[src/rtl/f_pc_sequencer.sv]
// rtl/f_pc_sequencer.sv - F-stage PC register, fetch handshake and redirect sequencing
// Branch targets seen before the delay slot is accepted are parked in PEND until it issues.
module f_pc_sequencer #(
   parameter logic [31:0] RESET_PC   = 32'h0000_3000,
   parameter logic [31:0] HANDLER_PC = 32'h0000_4180,
   parameter logic [31:0] IM_BASE    = 32'h0000_3000,
   parameter logic [31:0] IM_TOP     = 32'h0000_6FFC
) (
   input  logic        clk,
   input  logic        reset,
   input  logic        stall,
   input  logic        exc_req,
   input  logic        eret,
   input  logic [31:0] epc,
   input  logic        br_taken,
   input  logic [31:0] br_target,
   input  logic        imem_ready,
   output logic        imem_req,
   output logic [31:0] F_pc,
   output logic        fetch_fire,
   output logic        F_adel,
   output logic        redirect_pending
);

   typedef enum logic {SEQ, PEND} state_t;

   state_t      state_q, state_d;
   logic [31:0] pc_q, pc_d;
   logic [31:0] tgt_q, tgt_d;
   logic        accept;

   // A faulting PC never reaches memory; it advances on its own so D gets an AdEL bubble.
   assign F_adel           = (pc_q[1:0] != 2'b00) | (pc_q < IM_BASE) | (pc_q > IM_TOP);
   assign imem_req         = !stall & !F_adel;
   assign accept           = !stall & (imem_ready | F_adel);
   assign fetch_fire       = accept;
   assign redirect_pending = (state_q == PEND);
   assign F_pc             = pc_q;

   always_comb begin
      pc_d    = pc_q;
      state_d = state_q;
      tgt_d   = tgt_q;
      if (exc_req) begin
         pc_d    = HANDLER_PC;
         state_d = SEQ;
      end else if (eret) begin
         pc_d    = epc;
         state_d = SEQ;
      end else if (state_q == SEQ) begin
         if (br_taken && !stall) begin
            if (accept) begin
               pc_d = br_target;
            end else begin
               tgt_d   = br_target;
               state_d = PEND;
            end
         end else if (accept) begin
            pc_d = pc_q + 32'd4;
         end
      end else if (accept) begin
         // Delay slot has just issued; the parked target becomes the next fetch.
         pc_d    = tgt_q;
         state_d = SEQ;
      end
   end

   always_ff @(posedge clk) begin
      if (reset) begin
         pc_q    <= RESET_PC;
         state_q <= SEQ;
         tgt_q   <= 32'h0;
      end else begin
         pc_q    <= pc_d;
         state_q <= state_d;
         tgt_q   <= tgt_d;
      end
   end

endmodule

[config.mk]
export PLATFORM = sky130hd
export DESIGN_NAME = f_pc_sequencer
export DESIGN_NICKNAME = d
export VERILOG_FILES = /design/src/rtl/f_pc_sequencer.sv
export SDC_FILE = /design/constraint.sdc
export NUM_CORES = 1
export LEC_CHECK = 0
export BUFFER_PORTS_ARGS = -buffer_cell sky130_fd_sc_hd__clkbuf_2
export CAP_MARGIN = 15
export CORE_ASPECT_RATIO = 1.25
export CORE_UTILIZATION = 48
export DETAILED_ROUTE_END_ITERATION = 6
export PLACE_DENSITY = 0.77
export SYNTH_ARGS = -nofsm -noshare
export SYNTH_HDL_FRONTEND = slang
export SYNTH_SLANG_ARGS = --single-unit
[constraint.sdc]
create_clock -name clk -period 2.5 [get_ports clk]
set_input_delay 0.125 -clock clk [delete_from_list [all_inputs] [get_ports clk]]
set_output_delay 0.125 -clock clk [all_outputs]
set_load 0.01 [all_outputs]
==> results of run 1 <==
==> through the flow <==
stage	hold WS (ps)	worst slack, ps
after CTS	0.2379	-14.18
after global placement	364.4	77.31
final	5.875	28.71
after floorplan	263.7	100.7
after global routing	15.83	-44.14
after detailed placement	364.6	13.54
==> metal layers <==
layer / up-vias / global-route usage, %
met2: 322 / 56.92
met1: 2183 / 43.60
met3: 49 / 5.225
li1: 2234 / -
met5: - / 0
met4: 0 / 20.19
==> timing repair <==
action                                  in CTS  in global routing
gates resized for setup                      0                  8
buffers inserted                             0                  0
pin swaps                                    0                  2
hold buffers                                19                  0
hold endpoints to repair                    19                  0
endpoints found under the setup margin       2                 51
==> cells by family (layout without fill, tap and decap cells) <==
family | count (synthesis) | in the layout | synth area share (%)
AOI/OAI and AO/OA | 177 | 177 | 28.96
buffers and inverters | 48 | 200 | 4.954
muxes | 4 | 4 | 1.057
and+or+nand+nor | 232 | 232 | 27.81
DFF | 65 | 65 | 34.35
xor gates and xnor gates | 11 | 11 | 2.543
adders and majority gates | 1 | 1 | 0.3302
==> final timing paths <==
kind	from	to	slack, ps	cells past startpoint
setup / recovery	F_pc[25]	fetch_fire	30	5
hold / removal	br_target[17]	tgt_q[17]	6	3
setup reg to reg	F_pc[25]	F_pc[19]	30	7
hold reg to reg	tgt_q[7]	tgt_q[7]	450	2
==> worst register-to-register path, delay by kind of cell (launching register included) <==
kind | cells | cell delay, ps
AO/OA/AOI/OAI | 3 | 560
buffers and inverters | 1 | 190
flip-flops | 1 | 320
AND/OR/NAND/NOR | 3 | 1250
==> final cells by class <==
| type | instances | area [µm²] | share of cell area [%] |
|---|---|---|---|
| inverter | 10 | 40.04 | 0.7884 |
| multi-input combinational | 425 | 2325 | 45.77 |
| clock inverter | 7 | 71.32 | 1.404 |
| clock buffer | 9 | 123.9 | 2.439 |
| timing repair buffer | 174 | 1101 | 21.68 |
| tap | 92 | 115.1 | 2.267 |
| sequential | 65 | 1303 | 25.65 |
==> placed cells by master (no fill, tap or decap), types with 3 or more instances in the layout <==
| cell type | instances |
|---|---|
| a211oi_1 | 8 |
| nor3_1 | 9 |
| nand2b_1 | 5 |
| clkbuf_8 | 9 |
| xnor2_1 | 6 |
| mux2i_1 | 4 |
| a22oi_1 | 3 |
| nand4_1 | 5 |
| buf_4 | 48 |
| a21oi_1 | 72 |
| and4_1 | 5 |
| o21ai_0 | 34 |
| xor2_1 | 5 |
| and3_1 | 4 |
| nor2_1 | 45 |
| nor3b_1 | 3 |
| inv_1 | 9 |
| dlygate4sd3_1 | 19 |
| clkbuf_2 | 106 |
| clkinvlp_4 | 3 |
| nand2_1 | 116 |
| o221ai_1 | 8 |
| o211a_1 | 3 |
| a221oi_1 | 4 |
| nor4_1 | 9 |
| a31oi_1 | 13 |
| dfxtp_1 | 64 |
| or4_1 | 3 |
| o22ai_1 | 4 |
| nand3_1 | 14 |
==> sequential cells by signal (all words and copies together) (netlist names), named ones only <==
signal	cells
F_pc	30
redirect_pending	1
tgt_q	32
==> power groups by stage <==
stage | sequential (µW) | clock, µW | combinational (µW)
4_1_cts | 1090 | 922 | 458
3_5_place_dp | 1120 | 0 | 432
5_1_grt | 1100 | 961 | 513
2_1_floorplan | 1130 | 0 | 203
6_report | 1100 | 917 | 475
3_3_place_gp | 1120 | 0 | 428
==> flow_summary.json, run 1 <==
{
  "grt_pass1_vias": 4357,
  "fill_cells": 665,
  "p_switching_uw": 758.8,
  "dp_cells": 747,
  "cts_tree": "built",
  "place_congestion": 0.9866,
  "root_buffer": "clkbuf_8",
  "h-tree-depth": 3,
  "final_cell_count_no_fill": 782,
  "p_sw_share_pct": 30.47,
  "fmax_mhz": 404.6,
  "status": "finished clean",
  "fin_crit_ps": 2471,
  "wl_met1_um": 5611,
  "grt_usage_pct": 35.07,
  "num_antenna_cells": 0,
  "crit_required_ps": 2380,
  "routedWlPerCell_um": 18.00,
  "p_clk_share_pct": 36.8,
  "cpLargestDelayFamily": "simple AND/OR/NAND/NOR gates",
  "die_w_um": 81.47,
  "grt_max_degree": 67,
  "setup_viol": 0,
  "synth_edf_count": 0,
  "synth_top_area_cell": "dfxtp_1",
  "synthTopCellsByCount": "116 x nand2_1, 73 x a21oi_1, 65 x dfxtp_1",
  "startpoint_type": "flip-flop",
  "crit_buf_inv": 2,
  "synth_seq_cells": 65,
  "yosys.area.top_type_share_pct": 34.35,
  "drv_cap": 0,
  "synth.distinct_cells": 57,
  "critical_path_class": "reg -> out",
  "first_iter_violations": 552,
  "via_count": 4788,
  "grt_pass1_wl_um": 21580,
  "yosysMostFrequentCell": "nand2_1",
  "dpl.hpwl_um": 10030,
  "power_density_nw_per_um2": 490.4,
  "cpMostUsedCell": "or4_4",
  "finalSetupTns_ps": 0,
  "dieArea_um2": 8255,
  "hold_viol": 0,
  "peakVddDrop_mv": 0.3067,
  "p_int_uw": 1732,
  "ys_seq_area_share_pct": 34.35,
  "drc": 0,
  "start_util_pct": 50.59,
  "overflow": 0,
  "ant_nets": 0,
  "crit_slowest_cell": "or4_4",
  "wl_um": 14080,
  "firstDrtPassIters": 5,
  "wl_met2_um": 6604,
  "synthFlopType": "dfxtp_1",
  "clk_latency_ps": 360,
  "ioPinCount": 107,
  "combPwrFrac_pct": 19.1,
  "clkTransAtPathRegs_ps": 80,
  "synthArstFlopShare_pct": 0,
  "cp_data_arrival_time_ps": 2350,
  "leakage_uw": 0.002112,
  "synth.avg_cell_area_um2": 7.042,
  "cts_sinks": 65,
  "synth_area_leaders": "dfxtp_1 34%, nand2_1 11%, a21oi_1 9.6%",
  "wl_met3_um": 1332,
  "rsz0062_at_grt": "yes",
  "tightest_slew_ps": 682.6,
  "core_region_area_um2": 7488,
  "seqPwrFrac_pct": 44.1,
  "vias_per_cell": 6.123,
  "rows": 35,
  "nNetsFinal": 757,
  "synthesis.nets": 610,
  "die_h_um": 101.3,
  "fin_skew_ps": 7.978,
  "relSlewSlack_pct": 54.40,
  "antenna_found_initial": 0,
  "fin_crit_sh_pct": 98.85,
  "final_util_pct": 67.82,
  "syn_to_final_growth_pct": 34.05,
  "drive_gt1_share_pct": 26.81,
  "ctsLongestPathBuffers": 2,
  "yosysWarningCount": 0,
  "crit_chain": "or4_4, or4_4, o21ai_4, inv_4, clkbuf_2",
  "slew_violations": 0,
  "critPathMaxStageDelay_ps": 540,
  "post_dp_cell_area_um2": 4666,
  "finalPower_uw": 2490,
  "synthesis.area_um2": 3789,
  "end_kind": "primary output",
  "holdCritPathClass": "in -> reg",
  "stdcell_area_um2": 5079,
  "syn_inst": 538,
  "top_layer": "met4",
  "cts_buffers": 9,
  "port_buffers": 106,
  "crit_fanout": 12
}
(Power assumes the default switching activity.)
==> inputs of run 2 (changes only) <==
Settings changed: CORE_UTILIZATION 48 to 47, PLACE_DENSITY 0.77 to 0.76.
==> run 2 against run 1 <==
Net effect:
- largest cell class unchanged
- die area up 2.1%
- clock skew about the same
- setup slack worse by 81 ps
- the run now ends with setup timing left
==> flow_summary.json, run 2 (synthesized netlist as in run 1, its figures left out) <==
{
  "drv_cap": 0,
  "rr_startpoint": "F_pc[27]",
  "hold_viol": 0,
  "port_buffers": 106,
  "start_util_pct": 48.62,
  "die_h_um": 102.4,
  "multi_input_comb_area_um2": 2361,
  "nNetsFinal": 747,
  "end_kind": "flip-flop",
  "ioPinCount": 107,
  "core_region_area_um2": 7792,
  "cts_sinks": 65,
  "cp_data_arrival_time_ps": 2810,
  "power_density_nw_per_um2": 479.1,
  "holdWs_ps": 9.843,
  "h-tree-depth": 3,
  "final_cell_count_no_fill": 775,
  "wl_um": 14130,
  "status": "finished with violations",
  "routedWlPerCell_um": 18.24,
  "peakVddDrop_mv": 0.3355,
  "leakage_uw": 0.002090,
  "antenna_found_initial": 0,
  "overflow": 0,
  "fmax_mhz": 391.8,
  "ctsLongestPathBuffers": 2,
  "regArea_um2": 1306,
  "via_count": 4758,
  "place_congestion": 0.9428,
  "relSlewSlack_pct": 40.81,
  "crit_fanout": 7,
  "syn_to_final_growth_pct": 32.63,
  "fill_cells": 705,
  "critical_path_class": "reg -> reg",
  "fin_crit_ps": 2552,
  "violations": "setup timing",
  "cts_tree": "built",
  "num_antenna_cells": 0,
  "dieArea_um2": 8426,
  "hold_path_startpoint": "br_target[10]",
  "mostFrequentLayoutCell": "nand2_1",
  "holdCritPathClass": "in -> reg",
  "startpoint_type": "flip-flop",
  "firstDrtPassIters": 6,
  "mostFrequentLayoutCells": "115 x nand2_1, 105 x clkbuf_2, 71 x a21oi_1",
  "dp_cells": 745,
  "largest_reg_flops": 32,
  "finalPower_uw": 2407,
  "die_w_um": 82.31,
  "layout_setup_ws_ps": -52.42,
  "root_buffer": "clkbuf_8",
  "grt_pass1_wl_um": 21330,
  "grt_pass1_vias": 4317,
  "regMostFlops": "tgt_q",
  "cts_buffers": 9,
  "tightest_slew_ps": 865.5,
  "clkTransAtPathRegs_ps": 70,
  "fin_skew_ps": 7.567,
  "slew_violations": 0,
  "crit_path_start": "F_pc[27]",
  "drive_gt1_share_pct": 28.38,
  "final_util_pct": 64.48,
  "rsz0062_at_grt": "yes",
  "grt_usage_pct": 34.32,
  "first_iter_violations": 541,
  "clk_latency_ps": 360,
  "grt_max_degree": 26,
  "dpl.hpwl_um": 10180,
  "setup_viol": 5,
  "drc": 0,
  "ant_nets": 0,
  "fin_crit_sh_pct": 102.1,
  "rows": 36,
  "vias_per_cell": 6.139,
  "crit_required_ps": 2760
}
## run 2: changes by cell type in the layout (fill, tap and decap cells not counted), moves of 3 or more
cell / previous run / this run
buf_4: 48 / 43
clkinvlp_4: 3 / 0
dfxtp_1: 64 / 61
dfxtp_2: 1 / 4
buf_6: 0 / 3
dlygate4sd3_1: 19 / 9
## run 2: worst paths after layout
| path | endpoint | cells past startpoint | slack (ps) |
|---|---|---|---|
| hold reg to reg | tgt_q[3] | 2 | 450 |
| setup reg to reg | F_pc[30] | 8 | -50 |
| setup / recovery | F_pc[30] | 8 | -50 |
| hold / removal | tgt_q[10] | 3 | 10 |
## run 2: layout make-up
class	instances	share of cell area, %
tap	95	2.366
clock inverter	3	0.2988
sequential	65	26.00
inverter	10	0.8466
clock buffer	13	3.162
multi-input combinational	425	46.99
timing repair buffer	164	20.34
## run 2: layer usage
layer / vias up / global-route usage, % / share of wire, % / wire, µm
met4: 0 / 20.11 / 3.8 / 544
met2: 311 / 54.86 / 48 / 6762
met3: 51 / 6.250 / 9.2 / 1298
met1: 2177 / 42.60 / 39 / 5527
li1: 2219 / - / - / -
met5: - / 0 / 0 / 0
## run 2: power by group
group | leakage, µW | switching (µW) | internal (µW)
combinational | 0.00147 | 271 | 211
clock | 0.0000932 | 416 | 410
sequential | 0.000530 | 36.1 | 1060
## run 2: metrics by stage
| step | area (µm²) | worst slack (ps) | setup TNS (ps) |
|---|---|---|---|
| 6_report | 5025 | -52.42 | -158.8 |
| 4_1_cts | 4902 | 9.323 | 0 |
| 3_3_place_gp | 4632 | 101.9 | 0 |
| 5_1_grt | 5025 | -94.67 | -773.8 |
| 3_5_place_dp | 4632 | 46.79 | 0 |
| 2_1_floorplan | 3789 | 100.7 | 0 |
## run 2: repair_timing
| item | in CTS | in global routing |
|---|---|---|
| pin swaps | 0 | 10 |
| resized for setup | 1 | 22 |
| hold buffers | 9 | 0 |
| setup buffers | 0 | 7 |
| endpoints found under the setup margin | 1 | 22 |
| endpoints found under the hold margin | 9 | 0 |
## run 2: worst max-delay path, cell delays in order (launching register included)
cell	delay (ps)
dfxtp_2	320
or4_4	530
or4_4	570
o21ai_4	280
clkinv_4	160
nor2_4	230
buf_12	140
a21oi_2	30
o21a_1	180
